### src/rtl/mult_pkg.sv
// Shared types and widths for the dot-product sequencer and its multiply engine.
package mult_pkg;

  localparam int OPND_W    = 8;
  localparam int PROD_W    = 16;
  localparam int ACC_W_DEF = 24;
  localparam int CNT_W_DEF = 8;

  typedef enum logic [2:0] {
    IDLE,
    ISSUE,
    SETTLE,
    WAIT,
    ACCUM,
    DONE
  } seq_state_t;

endpackage

### src/rtl/mult_dot_seq_if.sv
// Operand stream, multiplier side-channel and result handshake of mult_dot_seq.
interface mult_dot_seq_if #(
  parameter int ACC_W = mult_pkg::ACC_W_DEF,
  parameter int CNT_W = mult_pkg::CNT_W_DEF
);
  import mult_pkg::*;

  logic              in_valid;
  logic              in_ready;
  logic [OPND_W-1:0] in_a;
  logic [OPND_W-1:0] in_b;
  logic              in_last;

  logic              mult_start;
  logic [OPND_W-1:0] mult_a;
  logic [OPND_W-1:0] mult_b;
  logic              mult_ready;
  logic [PROD_W-1:0] mult_r;

  logic              out_valid;
  logic              out_ready;
  logic [ACC_W-1:0]  out_sum;
  logic [CNT_W-1:0]  out_count;
  logic              out_ovf;

  // The sequencer side.
  modport slave (
    input  in_valid, in_a, in_b, in_last, mult_ready, mult_r, out_ready,
    output in_ready, mult_start, mult_a, mult_b, out_valid, out_sum, out_count, out_ovf
  );

  // The environment: operand source, multiply engine and result consumer.
  modport master (
    output in_valid, in_a, in_b, in_last, mult_ready, mult_r, out_ready,
    input  in_ready, mult_start, mult_a, mult_b, out_valid, out_sum, out_count, out_ovf
  );

endinterface

### src/rtl/mult_dot_seq.sv
// Dot-product sequencer: feeds operand pairs one at a time to an external
// sequential multiplier and accumulates the products into a held result.
module mult_dot_seq
  import mult_pkg::*;
#(
  parameter int ACC_W = ACC_W_DEF,
  parameter int CNT_W = CNT_W_DEF
) (
  input logic           clk,
  input logic           rst,
  mult_dot_seq_if.slave bus
);

  seq_state_t        r_state;
  logic [ACC_W-1:0]  r_acc;
  logic [CNT_W-1:0]  r_count;
  logic              r_ovf;
  logic              r_last;
  logic              r_mult_start;
  logic              r_out_valid;
  logic [OPND_W-1:0] r_mult_a;
  logic [OPND_W-1:0] r_mult_b;

  logic [ACC_W:0]    w_sum;
  logic              w_cnt_sat;
  logic              w_in_ready;

  function automatic logic [CNT_W-1:0] sat_inc(input logic [CNT_W-1:0] c);
    return (&c) ? c : c + CNT_W'(1);
  endfunction

  // Carry out of the widened add is the overflow of this term.
  assign w_sum      = {1'b0, r_acc} + (ACC_W + 1)'(bus.mult_r);
  assign w_cnt_sat  = &r_count;
  // Held low while reset is asserted even though the multiplier reports idle.
  assign w_in_ready = rst & (r_state == IDLE) & bus.mult_ready;

  always_ff @(posedge clk or negedge rst) begin
    if (!rst) begin
      r_state      <= IDLE;
      r_acc        <= '0;
      r_count      <= '0;
      r_ovf        <= 1'b0;
      r_last       <= 1'b0;
      r_mult_a     <= '0;
      r_mult_b     <= '0;
      r_mult_start <= 1'b0;
      r_out_valid  <= 1'b0;
    end else begin
      r_mult_start <= 1'b0;
      case (r_state)
        IDLE: begin
          if (bus.in_valid && w_in_ready) begin
            r_mult_a     <= bus.in_a;
            r_mult_b     <= bus.in_b;
            r_last       <= bus.in_last;
            r_mult_start <= 1'b1;
            r_state      <= ISSUE;
          end
        end
        ISSUE:  r_state <= SETTLE;
        // Multiplier ready is stale for one cycle after start.
        SETTLE: r_state <= WAIT;
        WAIT: begin
          if (bus.mult_ready) r_state <= ACCUM;
        end
        ACCUM: begin
          r_acc   <= w_sum[ACC_W-1:0];
          r_ovf   <= r_ovf | w_sum[ACC_W] | w_cnt_sat;
          r_count <= sat_inc(r_count);
          if (r_last) begin
            r_out_valid <= 1'b1;
            r_state     <= DONE;
          end else begin
            r_state <= IDLE;
          end
        end
        DONE: begin
          if (bus.out_ready) begin
            r_acc       <= '0;
            r_count     <= '0;
            r_ovf       <= 1'b0;
            r_out_valid <= 1'b0;
            r_state     <= IDLE;
          end
        end
        default: r_state <= IDLE;
      endcase
    end
  end

  assign bus.in_ready   = w_in_ready;
  assign bus.mult_start = r_mult_start;
  assign bus.mult_a     = r_mult_a;
  assign bus.mult_b     = r_mult_b;
  assign bus.out_valid  = r_out_valid;
  assign bus.out_sum    = r_acc;
  assign bus.out_count  = r_count;
  assign bus.out_ovf    = r_ovf;

endmodule

### src/flat_wrapper.sv
// flat-port wrapper written by rule: the top's interface ports become plain ports
module mult_dot_seq_flat import mult_pkg::*;
#(
  parameter int ACC_W = ACC_W_DEF,
  parameter int CNT_W = CNT_W_DEF
)
  (clk, rst, bus_in_valid, bus_in_a, bus_in_b, bus_in_last, bus_mult_ready, bus_mult_r, bus_out_ready, bus_in_ready, bus_mult_start, bus_mult_a, bus_mult_b, bus_out_valid, bus_out_sum, bus_out_count, bus_out_ovf);
  mult_dot_seq_if #(.ACC_W(ACC_W), .CNT_W(CNT_W)) bus_i ();
  input logic clk;
  input logic rst;
  input wire logic [$bits(bus_i.in_valid)-1:0] bus_in_valid;
  input wire logic [$bits(bus_i.in_a)-1:0] bus_in_a;
  input wire logic [$bits(bus_i.in_b)-1:0] bus_in_b;
  input wire logic [$bits(bus_i.in_last)-1:0] bus_in_last;
  input wire logic [$bits(bus_i.mult_ready)-1:0] bus_mult_ready;
  input wire logic [$bits(bus_i.mult_r)-1:0] bus_mult_r;
  input wire logic [$bits(bus_i.out_ready)-1:0] bus_out_ready;
  output wire logic [$bits(bus_i.in_ready)-1:0] bus_in_ready;
  output wire logic [$bits(bus_i.mult_start)-1:0] bus_mult_start;
  output wire logic [$bits(bus_i.mult_a)-1:0] bus_mult_a;
  output wire logic [$bits(bus_i.mult_b)-1:0] bus_mult_b;
  output wire logic [$bits(bus_i.out_valid)-1:0] bus_out_valid;
  output wire logic [$bits(bus_i.out_sum)-1:0] bus_out_sum;
  output wire logic [$bits(bus_i.out_count)-1:0] bus_out_count;
  output wire logic [$bits(bus_i.out_ovf)-1:0] bus_out_ovf;
  assign bus_i.in_valid = bus_in_valid;
  assign bus_i.in_a = bus_in_a;
  assign bus_i.in_b = bus_in_b;
  assign bus_i.in_last = bus_in_last;
  assign bus_i.mult_ready = bus_mult_ready;
  assign bus_i.mult_r = bus_mult_r;
  assign bus_i.out_ready = bus_out_ready;
  assign bus_in_ready = bus_i.in_ready;
  assign bus_mult_start = bus_i.mult_start;
  assign bus_mult_a = bus_i.mult_a;
  assign bus_mult_b = bus_i.mult_b;
  assign bus_out_valid = bus_i.out_valid;
  assign bus_out_sum = bus_i.out_sum;
  assign bus_out_count = bus_i.out_count;
  assign bus_out_ovf = bus_i.out_ovf;
  mult_dot_seq #(.ACC_W(ACC_W), .CNT_W(CNT_W)) u_core (.clk(clk), .rst(rst), .bus(bus_i));
endmodule
### config.mk
export PLATFORM = sky130hd
export DESIGN_NAME = mult_dot_seq_flat
export DESIGN_NICKNAME = d
export VERILOG_FILES = /design/src/rtl/mult_pkg.sv /design/src/rtl/mult_dot_seq_if.sv /design/src/rtl/mult_dot_seq.sv /design/src/flat_wrapper.sv
export SDC_FILE = /design/constraint.sdc
export NUM_CORES = 1
export LEC_CHECK = 0
export ABC_AREA = 1
export ABC_CLOCK_PERIOD_IN_PS = 1900
export CAP_MARGIN = 20
export CORE_MARGIN = 8
export CORE_UTILIZATION = 50
export DETAILED_ROUTE_END_ITERATION = 10
export GPL_TIMING_DRIVEN = 0
export PLACE_DENSITY = 0.83
export SKIP_CTS_REPAIR_TIMING = 1
export SLEW_MARGIN = 30
export SYNTH_ARGS = -nofsm -noshare
export SYNTH_HDL_FRONTEND = slang
export SYNTH_SLANG_ARGS = --single-unit
### constraint.sdc
create_clock -name clk -period 1.9 [get_ports clk]
set_input_delay 0.57 -clock clk [delete_from_list [all_inputs] [get_ports clk]]
set_output_delay 0.57 -clock clk [all_outputs]
set_load 0.03 [all_outputs]
==> metrics.csv <==
metric;value;unit
status;finished, violations left;
failing checks;negative setup slack;
min-delay worst type;input port to async pin;
nets;665;
Post-Synthesis Cell Area;3547;um2
I/O pin total;90;
most instantiated library cell after synthesis;nand2_1;
Req. time, crit path;1330;ps
first-pass GRT wire length;16190;um
CTS tree;yes;
post-synth net total;558;
critical path peak fanout;4;
largest net degree at the start of global routing;30;
Non-Filler Instances;708;
die area;10050;um2
GPL Wtd Cong;0.8771;
final setup vio count;1;
Vias;3729;
count of clock tree sinks;55;
leakage power;3.322;nW
Max Clock Freq;508.5;MHz
CTS H-Tree Depth;2;
total core area;6832;um2
Sum Neg Setup Slack;-66.43;ps
area grow syn2layout;49.56;%
leading area contributor after synthesis;dfrtp_1;
FF-to-FF End;u_core.bus.out_sum[20];
Worst setup EP type;output port;
critical path class;flip-flop to output port;
worst-skew pair later-pin latency;320;ps
Initial DRT Pass Iterations;4;
main area contributors after synthesis;dfrtp_1, nand2_1, ha_1;
Slew HR;0.7612;
CTS Buf Count;5;
Netlist cell types;38;
P per Cell Area;1475;nW/um2
Final WS setup;-66.43;ps
HPWL Detailed;7396;um
initial core utilization;0.5192;
Post-Place Cells;688;
Post-Synthesis Cells;502;
GRT overflow;0;
root buffer cell;clkbuf_8;
final worst-path cycle share;1.035;
drt total wl;10980;um
Buffers & Inverters on Critical Path;2;
pre-CTS setup slack;-794.0;ps
Least-Margin Pin Slew;357.6;ps
Tmin final;1966;ps
Chip Height;100.2;um
initial antenna violation count;2;
CP arrival;1400;ps
#FFs+latches synth;55;
reg-to-reg setup timing slack;40;ps
Max rail drop VDD;0.0008875;V
Avg WL per Cell;15.51;um
# rows;30;
final hold violation count;0;
delay-heaviest family, CP;flip-flops;
reg2reg start;u_core.bus.out_sum[0];
R2R depth;12;
vias in the first global route;3649;
Crit-path slowest cell;dfrtp_1;
maximum buffer depth of the clock tree;2;
Clock Pin Slew Worst Setup and Hold Paths;110;ps
Port Buf Inserts;89;
top post-synthesis cells by count;nand2_1, dfrtp_1, inv_1, nor2_1, a21oi_1;
Layout Utilization;0.7766;
total power;0.007827;W
clock skew;11.86;ps
crit-path cells;inv_2, nand2_2, nor3_4, buf_6;
GR Util All Layers;0.1950;
Seq/Total Area, Yosys;0.3880;
First DRT Iteration DRCs;209;
Post-synth top flop;dfrtp_1;
total of max-cap violations;0;
Avg Cell Area, Syn;7.066;um2
RSZ-0062 raised after global routing;true;
share of cells above drive strength 1;0.1836;
Slew Limit Fails;0;
top cell type's share of synthesized area;0.3880;
Post-synth EDFFs;0;
Post-synth ARST share;1.000;
Vias per Instance;5.267;
Die Wd;100.2;um
CP peak stage delay;430;ps
number of routed nets with antenna violations;0;
Yosys warning total;0;
DRC;0;
crit start category;flip-flop;
cells in the final DEF, fill, tap and decap left out, drive strengths merged, types with 7 or more instances in the layout:
cell type / n
clkdlybuf4s50: 19
o21ai: 18
a21oi: 31
inv: 59
clkbuf: 7
nor2: 53
dlymetal6s2s: 67
nand3: 28
buf: 19
ha: 17
nor3: 7
nand2: 205
dfrtp: 55
per-layer routing:
metal	global-route usage	wire length [um]	vias up
li1	-	-	1809
met1	0.2164	4261	1744
met2	0.3272	5490	144
met3	0.08720	946	32
met4	0.05814	283	0
met5	0	0	-
layout make-up:
class / instances / area (um2)
Buffer: 6 / 42.54
Clock inverter: 2 / 38.79
Sequential cell: 55 / 1379
Timing Repair Buffer: 100 / 1155
Antenna cell: 2 / 5.005
Inverter: 59 / 226.5
Tap cell: 96 / 120.1
Multi-Input combinational cell: 382 / 2266
Clock buffer: 6 / 72.57
Fill cell: 469 / 1526
how the worst max path moves through the flow:
stage | start | end | slack, ps | cells after the start
finish | u_core.r_state[2] | bus_in_ready | -70 | 4
global route | u_core.r_state[2] | bus_in_ready | -120 | 4
CTS | bus_mult_ready | bus_in_ready | -800 | 4
detailed placement | bus_mult_ready | bus_in_ready | -790 | 4
global placement | rst | bus_in_ready | -2920 | 4
floorplan | bus_mult_r[0] | u_core.bus.out_sum[20] | 10 | 11
through the flow:
step | hold WS (ps) | instance area (um2)
finish | 95.45 | 5305
global route | 106.5 | 5305
CTS | 162.4 | 4691
detailed placement | 466.4 | 4579
global placement | 461.8 | 4562
floorplan | 274.4 | 3551
logic make-up after synthesis:
logic type      Yosys count  share of synthesized area
compound gates           57                    0.08677
xor+xnor                  4                   0.009878
fa+ha+maj                18                    0.06561
buf+inv                  65                    0.07584
flops                    55                     0.3880
simple gates            303                     0.3739
power by group:
part	total, W	switching, W	internal (W)	leakage, nW
logic	0.00493	0.00298	0.00194	2.56
registers	0.00208	0.000452	0.00163	0.701
clock network	0.000821	0.000422	0.000400	0.0558
total	0.00783	0.00386	0.00397	3.32
state kept, by name (all words and copies together) (netlist names):
signal	cells
u_core.bus.out_ovf	1
u_core.bus.mult_b	8
u_core.bus.out_valid	1
u_core.r_last	1
u_core.bus.out_count	8
u_core.bus.mult_a	8
u_core.r_state	3
u_core.bus.out_sum	24
u_core.bus.mult_start	1
Power figures use the tool's default switching activity.
